**src/rtl/stream_mux_pkg.sv**
```systemverilog
`default_nettype none
// ============================================================================
// Module      : stream_mux_pkg
// Description : Shared constants, output-register state type and a one-hot
//               to index helper for the 4:1 stream merger.
//               Optional packet lock: STREAM_MUX_LOCK_EN (see stream_mux4x1).
// Revision    : 1.0 - initial release
// ============================================================================
package stream_mux_pkg;

  localparam int NUM_CH = 4;
  localparam int SEL_W  = 2;

  // Output register occupancy
  typedef enum logic [0:0] {
    EMPTY = 1'b0,
    FULL  = 1'b1
  } state_t;

  // Index of the set bit of a one-hot vector (0 when the vector is zero)
  function automatic logic [SEL_W-1:0] onehot_to_idx(input logic [NUM_CH-1:0] oh);
    logic [SEL_W-1:0] idx;
    idx = '0;
    for (int i = 0; i < NUM_CH; i++) begin
      if (oh[i]) idx = SEL_W'(i);
    end
    return idx;
  endfunction

endpackage
`default_nettype wire

```
**src/rtl/rr_arbiter4.sv**
```systemverilog
`default_nettype none
// ============================================================================
// Module      : rr_arbiter4
// Description : Purely combinational 4-way round-robin arbiter. The search
//               starts at i_prio_ptr and wraps; the first requester found
//               gets a one-hot grant. i_enable=0 forces the grant to zero.
//               Pointer and lock state live in the parent.
// Revision    : 1.0 - initial release
// ============================================================================
module rr_arbiter4
  import stream_mux_pkg::*;
(
  input  logic [NUM_CH-1:0] i_req,
  input  logic [SEL_W-1:0]  i_prio_ptr,
  input  logic              i_enable,
  output logic [NUM_CH-1:0] o_grant
);

  logic             w_found;
  logic [SEL_W-1:0] w_idx;

  // Scan requesters in rotating order from the priority pointer
  always_comb begin
    o_grant = '0;
    w_found = 1'b0;
    w_idx   = '0;
    for (int k = 0; k < NUM_CH; k++) begin
      w_idx = i_prio_ptr + SEL_W'(k);
      if (!w_found && i_req[w_idx]) begin
        o_grant[w_idx] = 1'b1;
        w_found        = 1'b1;
      end
    end
    if (!i_enable) begin
      o_grant = '0;
    end
  end

endmodule
`default_nettype wire

```
**src/rtl/stream_mux4x1.sv**
```systemverilog
`default_nettype none
// ============================================================================
// Module      : stream_mux4x1
// Description : Four-input, one-output stream merger with round-robin
//               arbitration and a registered output stage. Each output beat
//               carries the index of its source channel in out_sel.
//               Define STREAM_MUX_LOCK_EN to hold the grant on one channel
//               from the first beat of a packet until its in_last beat.
// Revision    : 1.0 - initial release
// ============================================================================
module stream_mux4x1
  import stream_mux_pkg::*;
#(
  parameter int WIDTH = 8
) (
  input  logic             clk,
  input  logic             rst_n,
  input  logic [3:0]       in_valid,
  output logic [3:0]       in_ready,
  input  logic [WIDTH-1:0] in_data0,
  input  logic [WIDTH-1:0] in_data1,
  input  logic [WIDTH-1:0] in_data2,
  input  logic [WIDTH-1:0] in_data3,
  input  logic [3:0]       in_last,
  output logic             out_valid,
  input  logic             out_ready,
  output logic [WIDTH-1:0] out_data,
  output logic [1:0]       out_sel,
  output logic             out_last
);

  state_t            r_state;
  state_t            w_state_next;
  logic [SEL_W-1:0]  r_prio_ptr;
  logic [WIDTH-1:0]  r_data;
  logic [SEL_W-1:0]  r_sel;
  logic              r_last;

  logic              w_can_take;
  logic              w_xfer;
  logic [NUM_CH-1:0] w_req;
  logic [NUM_CH-1:0] w_grant;
  logic [SEL_W-1:0]  w_idx;
  logic [WIDTH-1:0]  w_data_mux;
  logic              w_last_mux;

  // The register can take a new beat when empty or when it drains this cycle
  assign w_can_take = (r_state == EMPTY) || out_ready;

`ifdef STREAM_MUX_LOCK_EN
  logic             r_lock;
  logic [SEL_W-1:0] r_lock_ch;

  // While locked, only the owning channel may request
  always_comb begin
    w_req = in_valid;
    if (r_lock) begin
      w_req = in_valid & (4'b0001 << r_lock_ch);
    end
  end

  // Lock on a non-final beat, release on the final beat of the owner
  always_ff @(posedge clk) begin
    if (!rst_n) begin
      r_lock    <= 1'b0;
      r_lock_ch <= '0;
    end else if (w_xfer) begin
      r_lock    <= ~w_last_mux;
      r_lock_ch <= w_idx;
    end
  end
`else
  assign w_req = in_valid;
`endif

  rr_arbiter4 u_arb (
    .i_req      (w_req),
    .i_prio_ptr (r_prio_ptr),
    .i_enable   (w_can_take & rst_n),
    .o_grant    (w_grant)
  );

  // Grant is a subset of in_valid, so any ready bit is a transfer
  assign in_ready = w_grant;
  assign w_xfer   = |w_grant;
  assign w_idx    = onehot_to_idx(w_grant);

  // Select payload and marker of the granted channel
  always_comb begin
    w_data_mux = in_data0;
    case (w_idx)
      2'd0:    w_data_mux = in_data0;
      2'd1:    w_data_mux = in_data1;
      2'd2:    w_data_mux = in_data2;
      default: w_data_mux = in_data3;
    endcase
    w_last_mux = in_last[w_idx];
  end

  // Output register occupancy: a transfer always fills, a drain empties
  always_comb begin
    w_state_next = r_state;
    if (w_xfer) begin
      w_state_next = FULL;
    end else if ((r_state == FULL) && out_ready) begin
      w_state_next = EMPTY;
    end
  end

  // State register
  always_ff @(posedge clk) begin
    if (!rst_n) begin
      r_state <= EMPTY;
    end else begin
      r_state <= w_state_next;
    end
  end

  // Payload fields load only on a transfer and otherwise hold
  always_ff @(posedge clk) begin
    if (!rst_n) begin
      r_data <= '0;
      r_sel  <= '0;
      r_last <= 1'b0;
    end else if (w_xfer) begin
      r_data <= w_data_mux;
      r_sel  <= w_idx;
      r_last <= w_last_mux;
    end
  end

  // Priority moves just past the winner; the 2-bit add wraps 3 to 0
  always_ff @(posedge clk) begin
    if (!rst_n) begin
      r_prio_ptr <= '0;
    end else if (w_xfer) begin
      r_prio_ptr <= w_idx + 2'd1;
    end
  end

  assign out_valid = (r_state == FULL);
  assign out_data  = r_data;
  assign out_sel   = r_sel;
  assign out_last  = r_last;

endmodule
`default_nettype wire

```
**config.mk**
```make
export PLATFORM = sky130hd
export DESIGN_NAME = stream_mux4x1
export DESIGN_NICKNAME = d
export VERILOG_FILES = /design/src/rtl/stream_mux_pkg.sv /design/src/rtl/rr_arbiter4.sv /design/src/rtl/stream_mux4x1.sv
export SDC_FILE = /design/constraint.sdc
export NUM_CORES = 1
export LEC_CHECK = 0
export CAP_MARGIN = 20
export CELL_PAD_IN_SITES_DETAIL_PLACEMENT = 2
export CELL_PAD_IN_SITES_GLOBAL_PLACEMENT = 2
export CORE_ASPECT_RATIO = 0.75
export CORE_MARGIN = 2
export CORE_UTILIZATION = 23
export CTS_BUF_LIST = sky130_fd_sc_hd__clkbuf_4
export CTS_CLUSTER_DIAMETER = 100
export CTS_CLUSTER_SIZE = 24
export DETAILED_ROUTE_END_ITERATION = 8
export GPL_ROUTABILITY_DRIVEN = 0
export GPL_TIMING_DRIVEN = 0
export PLACE_DENSITY_LB_ADDON = 0.1
export SETUP_SLACK_MARGIN = 0.15
export SLEW_MARGIN = 20
export SYNTH_ARGS = -nofsm -noshare
export SYNTH_HDL_FRONTEND = slang
export SYNTH_HIERARCHICAL = 1
export SYNTH_SLANG_ARGS = --single-unit
```
**constraint.sdc**
```tcl
create_clock -name clk -period 3.95 [get_ports clk]
set_input_delay 0.5925 -clock clk [delete_from_list [all_inputs] [get_ports clk]]
set_output_delay 0.5925 -clock clk [all_outputs]
set_load 0.05 [all_outputs]
```
==> out/qor.yml <==
slew_headroom: 0.436
grtUsageTotal: 0.166
cts-root-buf: "clkbuf_4"
status: "finished, violations left"
hold_class: "reg -> reg"
ant_nets: 0
area_delta_synth_final_pct: 61.2
drv_slew: 0
synth.net_count: 174
fmax_mhz: 279
wire_per_inst_um: 18.5
critPathLaunch: "in_valid[3]"
synth-edff-count: 0
vdd_drop_max_v: 0.000197
drt_iter0_markers: 37
dp_cells: 242
synthCells: 124
synth_ff_type: "dfxtp_1"
leakagePower_uw: 0.000636
wirelength_mm: 4.54
finalClockSkew_ns: 0.00209
die_h_um: 65.4
clkTransAtPathRegs_ns: 0.10
worst_pin_slew_ns: 0.843
finalSetupViolations: 0
synth_most_common_cell: "or3b_2"
routed_via_density: 4.99
hold_violations: 0
regArea_sq_um: 283
clkLatencyLatePin_ns: 0.29
dr.pass1.iters: 9
rsz0062_at_grt: "false"
cts_tree: "built"
timing_worst_setup_path_type: "in -> out"
cp_cell_sequence: "clkdlybuf4s50_1 > mux4_2 > nor4b_4 > a22oi_1 > a31oi_2 > clkdlybuf4s15_2"
cts_made_buffers: 3
required_ns: 3.36
hpwl_mm: 3.46
gr-total-overflow: 0
yosys.area.top_type_share: 0.243
worstPathMaxFanout: 10
postCtsHoldBufs: 0
die-area_sq_um: 5610
placed_area_sq_um: 1820
end_kind: "primary output"
grt_max_degree: 11
synth_cell_type_count: 34
slowest_delay_ns: 0.63
grt_first_pass_wirelength_mm: 7.16
synthesis.area_sq_um: 1150
synth.area.top_cells: "dfxtp_1, or3b_2, ha_1, nand2b_1, mux4_1"
ys.warnings.count: 6
synth-seq-cells: 14
grt_pass1_vias: 1309
failed_checks: "design-rule violations"
hp-start: "out_sel[1]"
start_util: 0.237
cellPowerDensity_nw_per_um2: 680
timing.final.crit_share: 0.909
core_sq_um: 4870
vias: 1227
start_kind: "input pin"
die_w_um: 85.8
htreeDepth: 1
synthTopCellsByCount: "or3b_2, dfxtp_1, nand2b_1, a21oi_1, ha_1"
drive_gt1_frac: 0.220
drcViolationCount: 5
r2r_start: "r_prio_ptr[0]"
cap_violations: 0
fin_crit_ns: 3.59
row_count: 22
slowest_stage: "mux4_2"
io_buffers: 58
multiInputGateArea_sq_um: 857
stdcell_area_sq_um: 1860
holdWs_ns: 0.472
arrival_ns: 3.00
cts_buffer_depth: 2
instances_no_fill: 246
diodes: 0
cts_sinks: 14
nNetsFinal: 237
avgSynthCellArea_sq_um: 9.31
synthArstFlopShare: 0
antenna_found_initial: 0
fillCellCount: 540
ios: 59
synth_top_cell_by_area: "dfxtp_1"
synth_seq_area_share: 0.243
-- cell type report --
type / count / share of cell area
Timing Repair Buffer: 58 / 0.304
Sequential cell: 14 / 0.152
Multi-Input combinational cell: 98 / 0.460
Clock buffer: 3 / 0.0121
Buffer: 7 / 0.0188
Clock inverter: 1 / 0.00202
Tap cell: 60 / 0.0403
Inverter: 5 / 0.0101
-- cells by family (layout without fill, tap and decap cells) --
kind of cell	after synthesis	in the layout	synth area share
buffers and inverters	12	74	0.0444
and+or+nand+nor	46	46	0.303
muxes	4	4	0.0845
adders and majority gates	7	7	0.0758
AOI/OAI and AO/OA	41	41	0.249
DFF	14	14	0.243
-- layer usage --
layer  vias up  share of wire  GRT usage
met4         0         0.0031     0.0179
met1       587           0.49      0.229
met2        33           0.46      0.273
li1        605              -          -
met3         2          0.043     0.0377
met5         -              0          0
-- state kept, by name, indices dropped and copies added (netlist names) --
signal / cells
out_data: 8
out_last: 1
out_sel: 2
out_valid: 1
r_prio_ptr: 2
-- metrics by stage --
step	setup TNS, ns	worst slack (ns)	utilization	power (uW)
after CTS	0	0.188	0.381	1270
final	0	0.360	0.382	1270
after detailed placement	-1.05	-0.348	0.373	1180
after global placement	-0.543	-0.213	0.373	1150
after global routing	0	0.164	0.382	1360
after floorplan	0	0.165	-	871
-- final timing paths --
kind,slack [ns],to,cells past startpoint
setup / recovery,0.36,in_ready[0],6
hold / removal,0.47,out_sel[1],2
setup reg to reg,0.61,out_data[3],10
hold reg to reg,0.47,out_sel[1],2
-- placed cells by master, fill, tap and decap left out, types with 2 or more instances in the layout --
| cell type | count |
|---|---|
| a21oi_1 | 10 |
| nand2b_1 | 12 |
| clkbuf_4 | 3 |
| mux4_1 | 2 |
| o21ai_0 | 6 |
| buf_2 | 4 |
| a31oi_2 | 3 |
| o2111ai_2 | 3 |
| o2111ai_1 | 6 |
| a22oi_1 | 4 |
| nand3b_1 | 4 |
| inv_1 | 5 |
| nor2_1 | 2 |
| mux4_2 | 2 |
| dfxtp_1 | 12 |
| clkbuf_2 | 3 |
| dfxtp_2 | 2 |
| or3b_2 | 16 |
| o22ai_1 | 2 |
| clkdlybuf4s50_1 | 54 |
| ha_1 | 7 |
| nand2_1 | 5 |
| clkbuf_1 | 2 |
-- repair_timing --
action,4_1_cts,5_1_grt
buffers inserted,0,0
resized for setup,17,14
endpoints found under the setup margin,14,15
-- critical path, delay by kind of cell --
| kind | cells | cell delay, ns |
|---|---|---|
| compound gates | 2 | 0.46 |
| buf+inv | 2 | 0.87 |
| mux | 1 | 0.63 |
| simple gates | 1 | 0.44 |
-- power breakdown --
part / switching (uW) / leakage, uW / internal [uW]
Combinational: 562 / 0.000504 / 354
Sequential: 51.6 / 0.000117 / 207
Clock: 54.3 / 0.0000154 / 36.7
(Power assumes the default switching activity.)
